<file path="src/rtl/alert_rx_pkg.sv">
// Shared types for the multi-channel alert receiver: handshake FSM states,
// differential wire bundles and the receive-side output encoder.
package alert_rx_pkg;

    typedef enum logic [1:0] {
        Idle      = 2'd0,
        HsAckWait = 2'd1,
        Pause0    = 2'd2,
        Pause1    = 2'd3
    } alert_rx_state_e;

    // Sender-to-receiver pair; alert_p is the MSB so a 2-bit slice maps directly.
    typedef struct packed {
        logic alert_p;
        logic alert_n;
    } alert_tx_t;

    // Receiver-to-sender signalling, MSB first: ping_p, ping_n, ack_p, ack_n.
    typedef struct packed {
        logic ping_p;
        logic ping_n;
        logic ack_p;
        logic ack_n;
    } alert_rx_t;

    // Both pairs are driven strictly complementary from their single-ended state.
    function automatic alert_rx_t encode_rx(input logic ping_tog, input logic ack);
        alert_rx_t rx;
        rx.ping_p = ping_tog;
        rx.ping_n = ~ping_tog;
        rx.ack_p  = ack;
        rx.ack_n  = ~ack;
        return rx;
    endfunction

endpackage

</file>
<file path="src/rtl/alert_rx_chan.sv">
// One alert receiver channel: four-phase ack handshake FSM, ping launch and
// timeout supervision, and live plus sticky signal-integrity reporting.
module alert_rx_chan
    import alert_rx_pkg::*;
#(
    parameter bit AsyncOn    = 1'b0,
    parameter int PingTimerW = 8
) (
    input  logic                  clk_i,
    input  logic                  rst_ni,
    input  logic                  ping_en_i,
    input  logic [PingTimerW-1:0] ping_timeout_i,
    input  logic                  integ_clr_i,
    input  alert_tx_t             alert_tx_i,
    output alert_rx_t             alert_rx_o,
    output logic                  alert_o,
    output logic                  ping_ok_o,
    output logic                  ping_fail_o,
    output logic                  integ_fail_o,
    output logic                  integ_sticky_o
);

    logic                  w_level;
    logic                  w_sigint;

    alert_rx_state_e       r_state;
    alert_rx_state_e       w_state_d;
    logic                  r_ack;
    logic                  w_ack_d;
    logic                  w_alert;
    logic                  w_ping_ok;

    logic                  r_ping_en;
    logic                  r_ping_tog;
    logic                  w_ping_tog_d;
    logic                  r_pending;
    logic                  w_pending_d;
    logic [PingTimerW-1:0] r_timer;
    logic [PingTimerW-1:0] w_timer_d;
    logic                  w_ping_rise;
    logic                  w_timeout;
    logic                  w_ping_fail;

    logic                  r_sticky;
    logic                  w_sticky_d;

    prim_diff_decode #(
        .AsyncOn (AsyncOn)
    ) u_decode (
        .clk_i    (clk_i),
        .rst_ni   (rst_ni),
        .diff_pi  (alert_tx_i.alert_p),
        .diff_ni  (alert_tx_i.alert_n),
        .level_o  (w_level),
        .sigint_o (w_sigint)
    );

    // Handshake next state; a rail fault overrides everything and parks the FSM in Idle.
    always_comb begin
        w_state_d = r_state;
        w_ack_d   = 1'b0;
        w_alert   = 1'b0;
        w_ping_ok = 1'b0;
        if (w_sigint) begin
            w_state_d = Idle;
            w_ack_d   = 1'b0;
        end else begin
            case (r_state)
                Idle: begin
                    if (w_level) begin
                        w_state_d = HsAckWait;
                        w_ack_d   = 1'b1;
                        if (r_pending) begin
                            w_ping_ok = 1'b1;
                        end else begin
                            w_alert = 1'b1;
                        end
                    end else begin
                        w_state_d = Idle;
                    end
                end
                HsAckWait: begin
                    if (!w_level) begin
                        w_state_d = Pause0;
                    end else begin
                        w_state_d = HsAckWait;
                        w_ack_d   = 1'b1;
                    end
                end
                Pause0:  w_state_d = Pause1;
                Pause1:  w_state_d = Idle;
                default: w_state_d = Idle;
            endcase
        end
    end

    // Ping launch, hold and timeout; an answer in the expiry cycle beats the fail.
    always_comb begin
        w_ping_rise  = ping_en_i & ~r_ping_en;
        w_timeout    = r_pending & (r_timer == PingTimerW'(1));
        w_ping_fail  = w_timeout & ~w_ping_ok;
        w_ping_tog_d = r_ping_tog;
        w_pending_d  = r_pending;
        w_timer_d    = r_timer;
        if (!ping_en_i) begin
            w_pending_d = 1'b0;
            w_timer_d   = '0;
        end else if (w_ping_rise) begin
            w_ping_tog_d = ~r_ping_tog;
            w_pending_d  = 1'b1;
            w_timer_d    = ping_timeout_i;
        end else if (w_ping_ok || w_timeout) begin
            w_pending_d = 1'b0;
            w_timer_d   = '0;
        end else if (r_pending && (r_timer != '0)) begin
            w_timer_d = r_timer - PingTimerW'(1);
        end else begin
            w_timer_d = r_timer;
        end
    end

    // Sticky fault bit: a fault in the same cycle as a clear keeps it set.
    always_comb begin
        w_sticky_d = w_sigint | (r_sticky & ~integ_clr_i);
    end

    // Channel state registers.
    always_ff @(posedge clk_i or negedge rst_ni) begin
        if (!rst_ni) begin
            r_state    <= Idle;
            r_ack      <= 1'b0;
            r_ping_en  <= 1'b0;
            r_ping_tog <= 1'b0;
            r_pending  <= 1'b0;
            r_timer    <= '0;
            r_sticky   <= 1'b0;
        end else begin
            r_state    <= w_state_d;
            r_ack      <= w_ack_d;
            r_ping_en  <= ping_en_i;
            r_ping_tog <= w_ping_tog_d;
            r_pending  <= w_pending_d;
            r_timer    <= w_timer_d;
            r_sticky   <= w_sticky_d;
        end
    end

    assign alert_rx_o     = encode_rx(r_ping_tog, r_ack);
    assign alert_o        = w_alert;
    assign ping_ok_o      = w_ping_ok;
    assign ping_fail_o    = w_ping_fail;
    assign integ_fail_o   = w_sigint;
    assign integ_sticky_o = r_sticky;

endmodule

</file>
<file path="src/rtl/prim_diff_decode.sv">
// Differential pair decoder: recovers the level from the positive rail and
// flags an integrity fault whenever both rails agree. With AsyncOn set each
// rail first passes a 2-flop synchronizer.
module prim_diff_decode #(
    parameter bit AsyncOn = 1'b0
) (
    input  logic clk_i,
    input  logic rst_ni,
    input  logic diff_pi,
    input  logic diff_ni,
    output logic level_o,
    output logic sigint_o
);

    logic r_p_meta;
    logic r_p_sync;
    logic r_n_meta;
    logic r_n_sync;
    logic w_p;
    logic w_n;

    // Synchronizer chain, reset to the idle differential pattern (p=0, n=1).
    always_ff @(posedge clk_i or negedge rst_ni) begin
        if (!rst_ni) begin
            r_p_meta <= 1'b0;
            r_p_sync <= 1'b0;
            r_n_meta <= 1'b1;
            r_n_sync <= 1'b1;
        end else begin
            r_p_meta <= diff_pi;
            r_p_sync <= r_p_meta;
            r_n_meta <= diff_ni;
            r_n_sync <= r_n_meta;
        end
    end

    // The select is a constant, so the unused path is trimmed at elaboration.
    assign w_p      = AsyncOn ? r_p_sync : diff_pi;
    assign w_n      = AsyncOn ? r_n_sync : diff_ni;
    assign level_o  = w_p;
    assign sigint_o = (w_p == w_n);

endmodule

</file>
<file path="src/rtl/alert_rx_bank.sv">
// Bank of independent alert receiver channels. Unpacks the flat differential
// buses into per-channel structs and fans the sticky clear out to every channel.
module alert_rx_bank
    import alert_rx_pkg::*;
#(
    parameter int NumAlerts  = 4,
    parameter bit AsyncOn    = 1'b0,
    parameter int PingTimerW = 8
) (
    input  logic                   clk_i,
    input  logic                   rst_ni,
    input  logic [NumAlerts-1:0]   ping_en_i,
    input  logic [PingTimerW-1:0]  ping_timeout_i,
    input  logic                   integ_clr_i,
    input  logic [2*NumAlerts-1:0] alert_tx_i,
    output logic [4*NumAlerts-1:0] alert_rx_o,
    output logic [NumAlerts-1:0]   alert_o,
    output logic [NumAlerts-1:0]   ping_ok_o,
    output logic [NumAlerts-1:0]   ping_fail_o,
    output logic [NumAlerts-1:0]   integ_fail_o,
    output logic [NumAlerts-1:0]   integ_sticky_o
);

    for (genvar gi = 0; gi < NumAlerts; gi++) begin : g_chan
        alert_tx_t w_tx;
        alert_rx_t w_rx;

        assign w_tx                 = alert_tx_t'(alert_tx_i[2*gi +: 2]);
        assign alert_rx_o[4*gi +: 4] = w_rx;

        alert_rx_chan #(
            .AsyncOn    (AsyncOn),
            .PingTimerW (PingTimerW)
        ) u_chan (
            .clk_i          (clk_i),
            .rst_ni         (rst_ni),
            .ping_en_i      (ping_en_i[gi]),
            .ping_timeout_i (ping_timeout_i),
            .integ_clr_i    (integ_clr_i),
            .alert_tx_i     (w_tx),
            .alert_rx_o     (w_rx),
            .alert_o        (alert_o[gi]),
            .ping_ok_o      (ping_ok_o[gi]),
            .ping_fail_o    (ping_fail_o[gi]),
            .integ_fail_o   (integ_fail_o[gi]),
            .integ_sticky_o (integ_sticky_o[gi])
        );
    end

endmodule

</file>
<file path="config.mk">
export PLATFORM = sky130hd
export DESIGN_NAME = alert_rx_bank
export DESIGN_NICKNAME = d
export VERILOG_FILES = /design/src/rtl/alert_rx_pkg.sv /design/src/rtl/alert_rx_chan.sv /design/src/rtl/prim_diff_decode.sv /design/src/rtl/alert_rx_bank.sv
export SDC_FILE = /design/constraint.sdc
export NUM_CORES = 1
export LEC_CHECK = 0
export CELL_PAD_IN_SITES_DETAIL_PLACEMENT = 1
export CELL_PAD_IN_SITES_GLOBAL_PLACEMENT = 1
export CORE_ASPECT_RATIO = 0.7
export CORE_MARGIN = 10
export CORE_UTILIZATION = 40
export CTS_CLUSTER_SIZE = 28
export DETAILED_ROUTE_END_ITERATION = 10
export PLACE_DENSITY = 0.88
export SLEW_MARGIN = 5
export SYNTH_ARGS = -nofsm -noshare
export SYNTH_HDL_FRONTEND = slang
export SYNTH_HIERARCHICAL = 1
export SYNTH_SLANG_ARGS = --single-unit
</file>
<file path="constraint.sdc">
create_clock -name clk_i -period 2.8 [get_ports clk_i]
set_input_delay 0.42 -clock clk_i [delete_from_list [all_inputs] [get_ports clk_i]]
set_output_delay 0.42 -clock clk_i [all_outputs]
set_load 0.005 [all_outputs]
</file>
==> metrics.cfg, run 1 <==
[run_status]
status = finished, final reports clean

[routing]
drt_iter0_drc = 259
drt-total-wl_mm = 11.2
first_pass_iters = 4
drc = 0
vias = 3424
vias_per_cell = 5.74
ant_nets = 0
wl_per_cell_um = 18.8

[global_route]
grt_pass1_vias = 3583
grt_pass1_wl_mm = 18.8
overflow = 0
grtUsageTotal = 0.161
grt_max_degree = 61
antenna_found_initial = 0

[clocking]
post_cts_buffers = 0
path_clk_slew_ns = 0.05
cts_max_path_buffers = 2
cts_tree = built
htreeDepth = 3
insertion_delay_ns = 0.33
hold_buffers = 0
clockRootBuffer = clkbuf_16
cts_sinks = 60
cts_buffers = 9

[sta]
slew_headroom = 0.300
worstMarginPinSlew_ns = 1.05
report.final.slew_viol_count = 0
hold_slack_ns = 0.261
hold_violations = 0
period_share = 0.956
fin_crit_ns = 2.68
setup_viol = 0
finClkSkew_ns = 0.00627
totalNegativeSetupSlack_ns = 0
rsz0062_at_grt = false
fmax_mhz = 374

[die]
fp-row-count = 30
die_area_sq_um = 14200
core-area_sq_um = 9610
pin_count = 59
die_h_um = 103
die_x_um = 138
start_util = 0.407

[setup_path]
crit_path_end_kind = output port
crit_fanout = 4
critical_path_class = in -> out
worstPathArrival_ns = 2.26
worst_setup_path_start_kind = primary input
required_ns = 2.38

[placement]
port_buffers = 58
place_congestion = 0.856
dp_hpwl_mm = 8.09

[synthesis]
async_reset_ff_frac = 1.00
syn_nets = 440
synth_ff_type = dfrtp_1
syn_inst = 405
netlist_area_sq_um = 3920
ys_warn_count = 6
ys_seq_area_frac = 0.384
synth_edf_count = 0
synth_cell_types = 56
avgSynthCellArea_sq_um = 9.67
ys_seq_elements = 60

[cells_and_area]
diodes = 0
drive_gt1_frac = 0.158
syn2layout_area_growth_pct = 25.8
nNetsFinal = 498
fillerInstances = 1082
regArea_sq_um = 1500
multi_input_area_sq_um = 2130

[pwr]
power.internal_mw = 2.14
seq_power_share = 0.360
swShare = 0.319
max-vdd-ir-drop_mv = 0.260
p_clk_frac = 0.361
p_per_area_nw_per_um2 = 639
combinationalPowerShare = 0.279
p_switching_mw = 1.00
p_leak_nw = 2.11

[job]
cap_violations = 0

[worst_hold_path]
hp-class = in -> async

kinds of logic (layout without fill, tap and decap cells):
group / count (synthesis) / after routing / synth area share
adders and majority gates: 12 / 12 / 0.0383
and+or+nand+nor: 154 / 154 / 0.254
DFF: 60 / 60 / 0.384
buffers and inverters: 62 / 125 / 0.0828
xor gates and xnor gates: 8 / 8 / 0.0179
muxes: 1 / 1 / 0.00256
AOI/OAI and AO/OA: 108 / 108 / 0.221
cell usage in the layout (no fill, tap or decap), drive strengths merged, types with 12 or more instances in the layout:
cell           count
clkdlybuf4s50     57
dfrtp             60
nand2             36
ha                12
a32o              15
a21oi             24
buf               18
inv               35
nand3             20
a2bb2oi           14
nor2              22
cells in the mapped netlist (5+ instances only):
cell | number | area (sq um)
a21oi_1 | 24 | 120
a2bb2oi_1 | 14 | 123
a31oi_1 | 7 | 43.8
a32o_1 | 8 | 80.1
a32o_2 | 7 | 78.8
buf_2 | 7 | 35.0
buf_4 | 12 | 90.1
buf_6 | 5 | 56.3
dfrtp_1 | 60 | 1500
ha_1 | 12 | 150
inv_1 | 34 | 128
nand2_1 | 36 | 135
nand2b_1 | 8 | 50.1
nand3_1 | 14 | 70.1
nor2_1 | 22 | 82.6
nor2b_1 | 7 | 43.8
nor3_1 | 5 | 25.0
nor4_1 | 7 | 43.8
nor4b_2 | 6 | 90.1
o211ai_1 | 6 | 45.0
o21a_1 | 9 | 67.6
o41ai_1 | 6 | 52.6
or4_1 | 5 | 37.5
xnor2_1 | 8 | 70.1
per-layer routing:
layer	routed length, um	global-route usage	share of wire	up-vias
met4	216	0.0541	0.019	0
li1	-	-	-	1607
met2	5110	0.258	0.46	79
met3	614	0.0460	0.055	16
met5	0	0	0	-
met1	5250	0.206	0.47	1722
power by group through the flow:
stage,Clock [mW],Combinational [mW],Sequential [mW]
final,1.13,0.877,1.13
after global routing,1.19,0.972,1.16
after CTS,1.16,0.882,1.13
after detailed placement,0,0.873,1.14
after global placement,0,0.839,1.13
after floorplan,0,0.568,1.09
layout make-up:
cell class | instances | area share
clock buffers | 9 | 0.0457
inverters | 34 | 0.0259
clock inverters | 7 | 0.0155
multi-input cells | 283 | 0.433
well taps | 128 | 0.0325
repair buffers | 75 | 0.143
flip-flops and latches | 60 | 0.305
registers in the layout, indices dropped and copies added, names as in the netlist:
| register | count |
|---|---|
| g_chan.u_chan/r_timer | 32 |
| g_chan.u_chan/r_ack | 4 |
| g_chan.u_chan/r_ping_tog | 4 |
| g_chan.u_chan/integ_sticky_o | 4 |
| g_chan.u_chan/r_state | 8 |
| g_chan.u_chan/r_ping_en | 4 |
| g_chan.u_chan/r_pending | 4 |
worst max-delay path: stages:
cell             delay (ns)
clkdlybuf4s50_1        0.50
xnor2_2                0.21
nor4b_4                0.27
buf_4                  0.17
nand2_1                0.08
inv_1                  0.11
clkdlybuf4s50_1        0.51
final timing paths:
kind | cells after the start | slack (ns) | from | to
setup / recovery | 7 | 0.12 | alert_tx_i[7] | ping_ok_o[3]
hold / removal | 2 | 0.26 | rst_ni | g_chan[2].u_chan/r_ack$_DFF_PN0_
setup reg to reg | 6 | 0.67 | g_chan[3].u_chan/r_timer[1]$_DFFE_PN0P_ | g_chan[3].u_chan/r_timer[5]$_DFFE_PN0P_
hold reg to reg | 1 | 0.48 | g_chan[1].u_chan/integ_sticky_o$_DFF_PN0_ | g_chan[1].u_chan/integ_sticky_o$_DFF_PN0_
max in group asynchronous | 2 | 2.02 | rst_ni | g_chan[1].u_chan/r_pending$_DFFE_PN0P_
min in group clk_i | 1 | 0.48 | g_chan[1].u_chan/integ_sticky_o$_DFF_PN0_ | g_chan[1].u_chan/integ_sticky_o$_DFF_PN0_
stage by stage:
stage                     utilization  power (mW)  instance area, sq um  setup slack (ns)  instances
final                           0.512        3.14                  4920             0.123        596
after global routing            0.512        3.32                  4920            0.0105        596
after CTS                       0.510        3.17                  4900            0.0325        596
after detailed placement        0.477        2.01                  4580           -0.0170        580
after global placement          0.477        1.97                  4580            0.0292        580
after floorplan                     -        1.66                  3920             0.700        405
what timing repair did:
item                                    in CTS  in global routing
pin swaps                                    0                  2
cloned                                       0                  0
resized for setup                            2                  3
endpoints found under the setup margin       4                  8
Note: power is estimated with default switching activity, not from simulation.
==> run 2, diff against run 1 <==
==> constraint.sdc (replaced) <==
create_clock -name clk_i -period 2.94 [get_ports clk_i]
set_input_delay 0.441 -clock clk_i [delete_from_list [all_inputs] [get_ports clk_i]]
set_output_delay 0.441 -clock clk_i [all_outputs]
set_load 0.005 [all_outputs]
==> run 2 against run 1 <==
- core utilization shrank 0.065 points
- register-to-register slack gained 0.17 ns
- clock-buffer cell count grew 1
- sequential power shrank 4%
- wire length grew 2.2%
- global-route usage grew 0.13 points
- flip-flop and latch count is the same
- sequential share of layout area is essentially flat
- first-iteration DRC count grew 8.1%
- design area shrank 0.13%
- critical endpoint is now ping_ok_o[2]
- largest power group is now the clock network
==> metrics.cfg, run 2 (same netlist as run 1, synthesis figures left out) <==
[run_status]
status = finished, final reports clean

[sta]
worstMarginPinSlew_ns = 1.02  ; -0.0342 ns
slew_headroom = 0.323  ; +0.0228
setup_viol = 0  ; unchanged
report.final.slew_viol_count = 0  ; unchanged
fmax_mhz = 358
worst_slack_ns = 0.144  ; +0.0210 ns
hold_violations = 0  ; unchanged
period_share = 0.951
totalNegativeSetupSlack_ns = 0  ; unchanged
rsz0062_at_grt = false
finClkSkew_ns = 0.00559  ; -0.000674 ns
fin_crit_ns = 2.80

[cells_and_area]
nNetsFinal = 495  ; -0.60%
layout_common_cells = dfrtp_1 (60), clkdlybuf4s50_1 (57), nand2_1 (36)
reg_top3 = g_chan.u_chan/r_timer: 32 flops, g_chan.u_chan/r_state: 8 flops
largest_register = g_chan.u_chan/r_timer
largest_reg_flops = 32  ; unchanged
diodes = 0  ; unchanged
drive_gt1_frac = 0.146  ; -0.0119
post-route-util = 0.512  ; -0.000651
postLayoutCellArea_sq_um = 4920  ; -0.13%
final_common_cell = dfrtp_1
fin_cells = 593  ; -0.50%
syn2layout_area_growth_pct = 25.6

[global_route]
grtUsageTotal = 0.163  ; +0.00129
overflow = 0  ; unchanged
antenna_found_initial = 0  ; unchanged
grt_pass1_vias = 3654  ; +2.0%
grt_pass1_wl_mm = 19.1  ; +1.4%
grt_max_degree = 61  ; unchanged

[placement]
numPlacedInstances = 577  ; -0.52%
place_congestion = 0.867  ; +1.2%
post-place-ws_ns = 0.0250  ; +0.0421 ns
port_buffers = 58  ; unchanged
dp_hpwl_mm = 8.16  ; +0.93%
placed_cell_area_sq_um = 4560  ; -0.49%

[setup_path]
crit_fanout = 4  ; unchanged
worstPathArrival_ns = 2.35  ; +0.09 ns
crit_path_end_kind = output port
required_ns = 2.50  ; +0.12 ns
critical_path_class = in -> out
worst_setup_path_start_kind = primary input

[clocking]
cts_tree = built
cts_max_path_buffers = 2  ; unchanged
cts_resized = 0  ; -2
cts_sinks = 60  ; unchanged
hold_buffers = 0  ; unchanged
cts_buffers = 9  ; unchanged
insertion_delay_ns = 0.33  ; about the same
path_clk_slew_ns = 0.05  ; about the same
clockRootBuffer = clkbuf_16
post_cts_buffers = 0  ; unchanged
htreeDepth = 3  ; unchanged

[routing]
ant_nets = 0  ; unchanged
vias_per_cell = 5.85  ; +1.9%
drt_iter0_drc = 280  ; +8.1%
drc = 0  ; unchanged
first_pass_iters = 4  ; unchanged
vias = 3470  ; +1.3%
wl_per_cell_um = 19.3  ; +2.7%
drt-total-wl_mm = 11.4  ; +2.2%

[die]
core-area_sq_um = 9610  ; unchanged
die_x_um = 138  ; unchanged
fp-row-count = 30  ; unchanged
pin_count = 59  ; unchanged
start_util = 0.407  ; unchanged
die_area_sq_um = 14200  ; unchanged
die_h_um = 103  ; unchanged

[worst_hold_path]
hp-class = in -> async

[pwr]
p_leak_nw = 2.10  ; -0.19%
p_per_area_nw_per_um2 = 639  ; about the same
combinationalPowerShare = 0.267  ; -0.012
swShare = 0.297  ; -0.0211
p_switching_uw = 934  ; -6.7%
max-vdd-ir-drop_mv = 0.357  ; +37%
power.internal_mw = 2.21  ; +3.0%
p_clk_frac = 0.389  ; +0.028
seq_power_share = 0.343  ; -0.017

[job]
cap_violations = 0  ; unchanged

==> run 2: cell types whose count changed in the layout (fill, tap and decap cells not counted) <==
cell and delta:
nor4b_4 -1, clkinvlp_4 -1, buf_4 -3, xnor2_2 -1, clkinv_4 -2, nor4b_1 +1
clkbuf_1 +1, xnor2_1 +1, bufinv_16 +2
==> run 2: path summary, 6_finish.rpt <==
kind | start | to | slack [ns] | cells past startpoint
setup / recovery | alert_tx_i[5] | ping_ok_o[2] | 0.14 | 6
hold / removal | rst_ni | g_chan[2].u_chan/r_ack$_DFF_PN0_ | 0.28 | 2
setup reg to reg | g_chan[3].u_chan/r_timer[1]$_DFFE_PN0P_ | g_chan[3].u_chan/r_timer[5]$_DFFE_PN0P_ | 0.84 | 6
hold reg to reg | g_chan[0].u_chan/integ_sticky_o$_DFF_PN0_ | g_chan[0].u_chan/integ_sticky_o$_DFF_PN0_ | 0.48 | 1
max in group asynchronous | rst_ni | g_chan[1].u_chan/r_pending$_DFFE_PN0P_ | 2.15 | 2
min in group clk_i | g_chan[0].u_chan/integ_sticky_o$_DFF_PN0_ | g_chan[0].u_chan/integ_sticky_o$_DFF_PN0_ | 0.48 | 1
==> run 2: area by class of cell <==
cell class / instances / area (sq um)
multi-input cells: 283 / 2110
fillers: 1082 / 4690
inverters: 34 / 128
repair buffers: 72 / 681
clock inverters: 6 / 111
flip-flops and latches: 60 / 1500
well taps: 128 / 160
clock buffers: 10 / 229
==> run 2: through the flow <==
step	power [mW]	hold WS [ns]
after CTS	3.17	0.310
after detailed placement	1.92	0.474
after floorplan	1.58	0.145
after global routing	3.31	0.342
after global placement	1.87	0.461
final	3.14	0.279
==> run 2: critical path, stage by stage <==
cell	delay (ns)
clkdlybuf4s50_1	0.48
xnor2_1	0.21
nor4b_4	0.41
nand2_1	0.18
inv_1	0.12
clkdlybuf4s50_1	0.51
==> run 2: power by group through the flow <==
stage	Combinational, mW	Sequential (mW)	Clock [mW]
finish	0.839	1.08	1.22
global route	0.921	1.10	1.29
CTS	0.845	1.07	1.25
detailed placement	0.833	1.09	0
global placement	0.797	1.07	0
floorplan	0.541	1.04	0
==> run 2: metal layers <==
| layer | vias up | GRT usage | wire [um] |
|---|---|---|---|
| met5 | - | 0 | 0 |
| met1 | 1755 | 0.199 | 5080 |
| met2 | 81 | 0.274 | 5550 |
| li1 | 1612 | - | - |
| met3 | 22 | 0.0428 | 569 |
| met4 | 0 | 0.0565 | 242 |
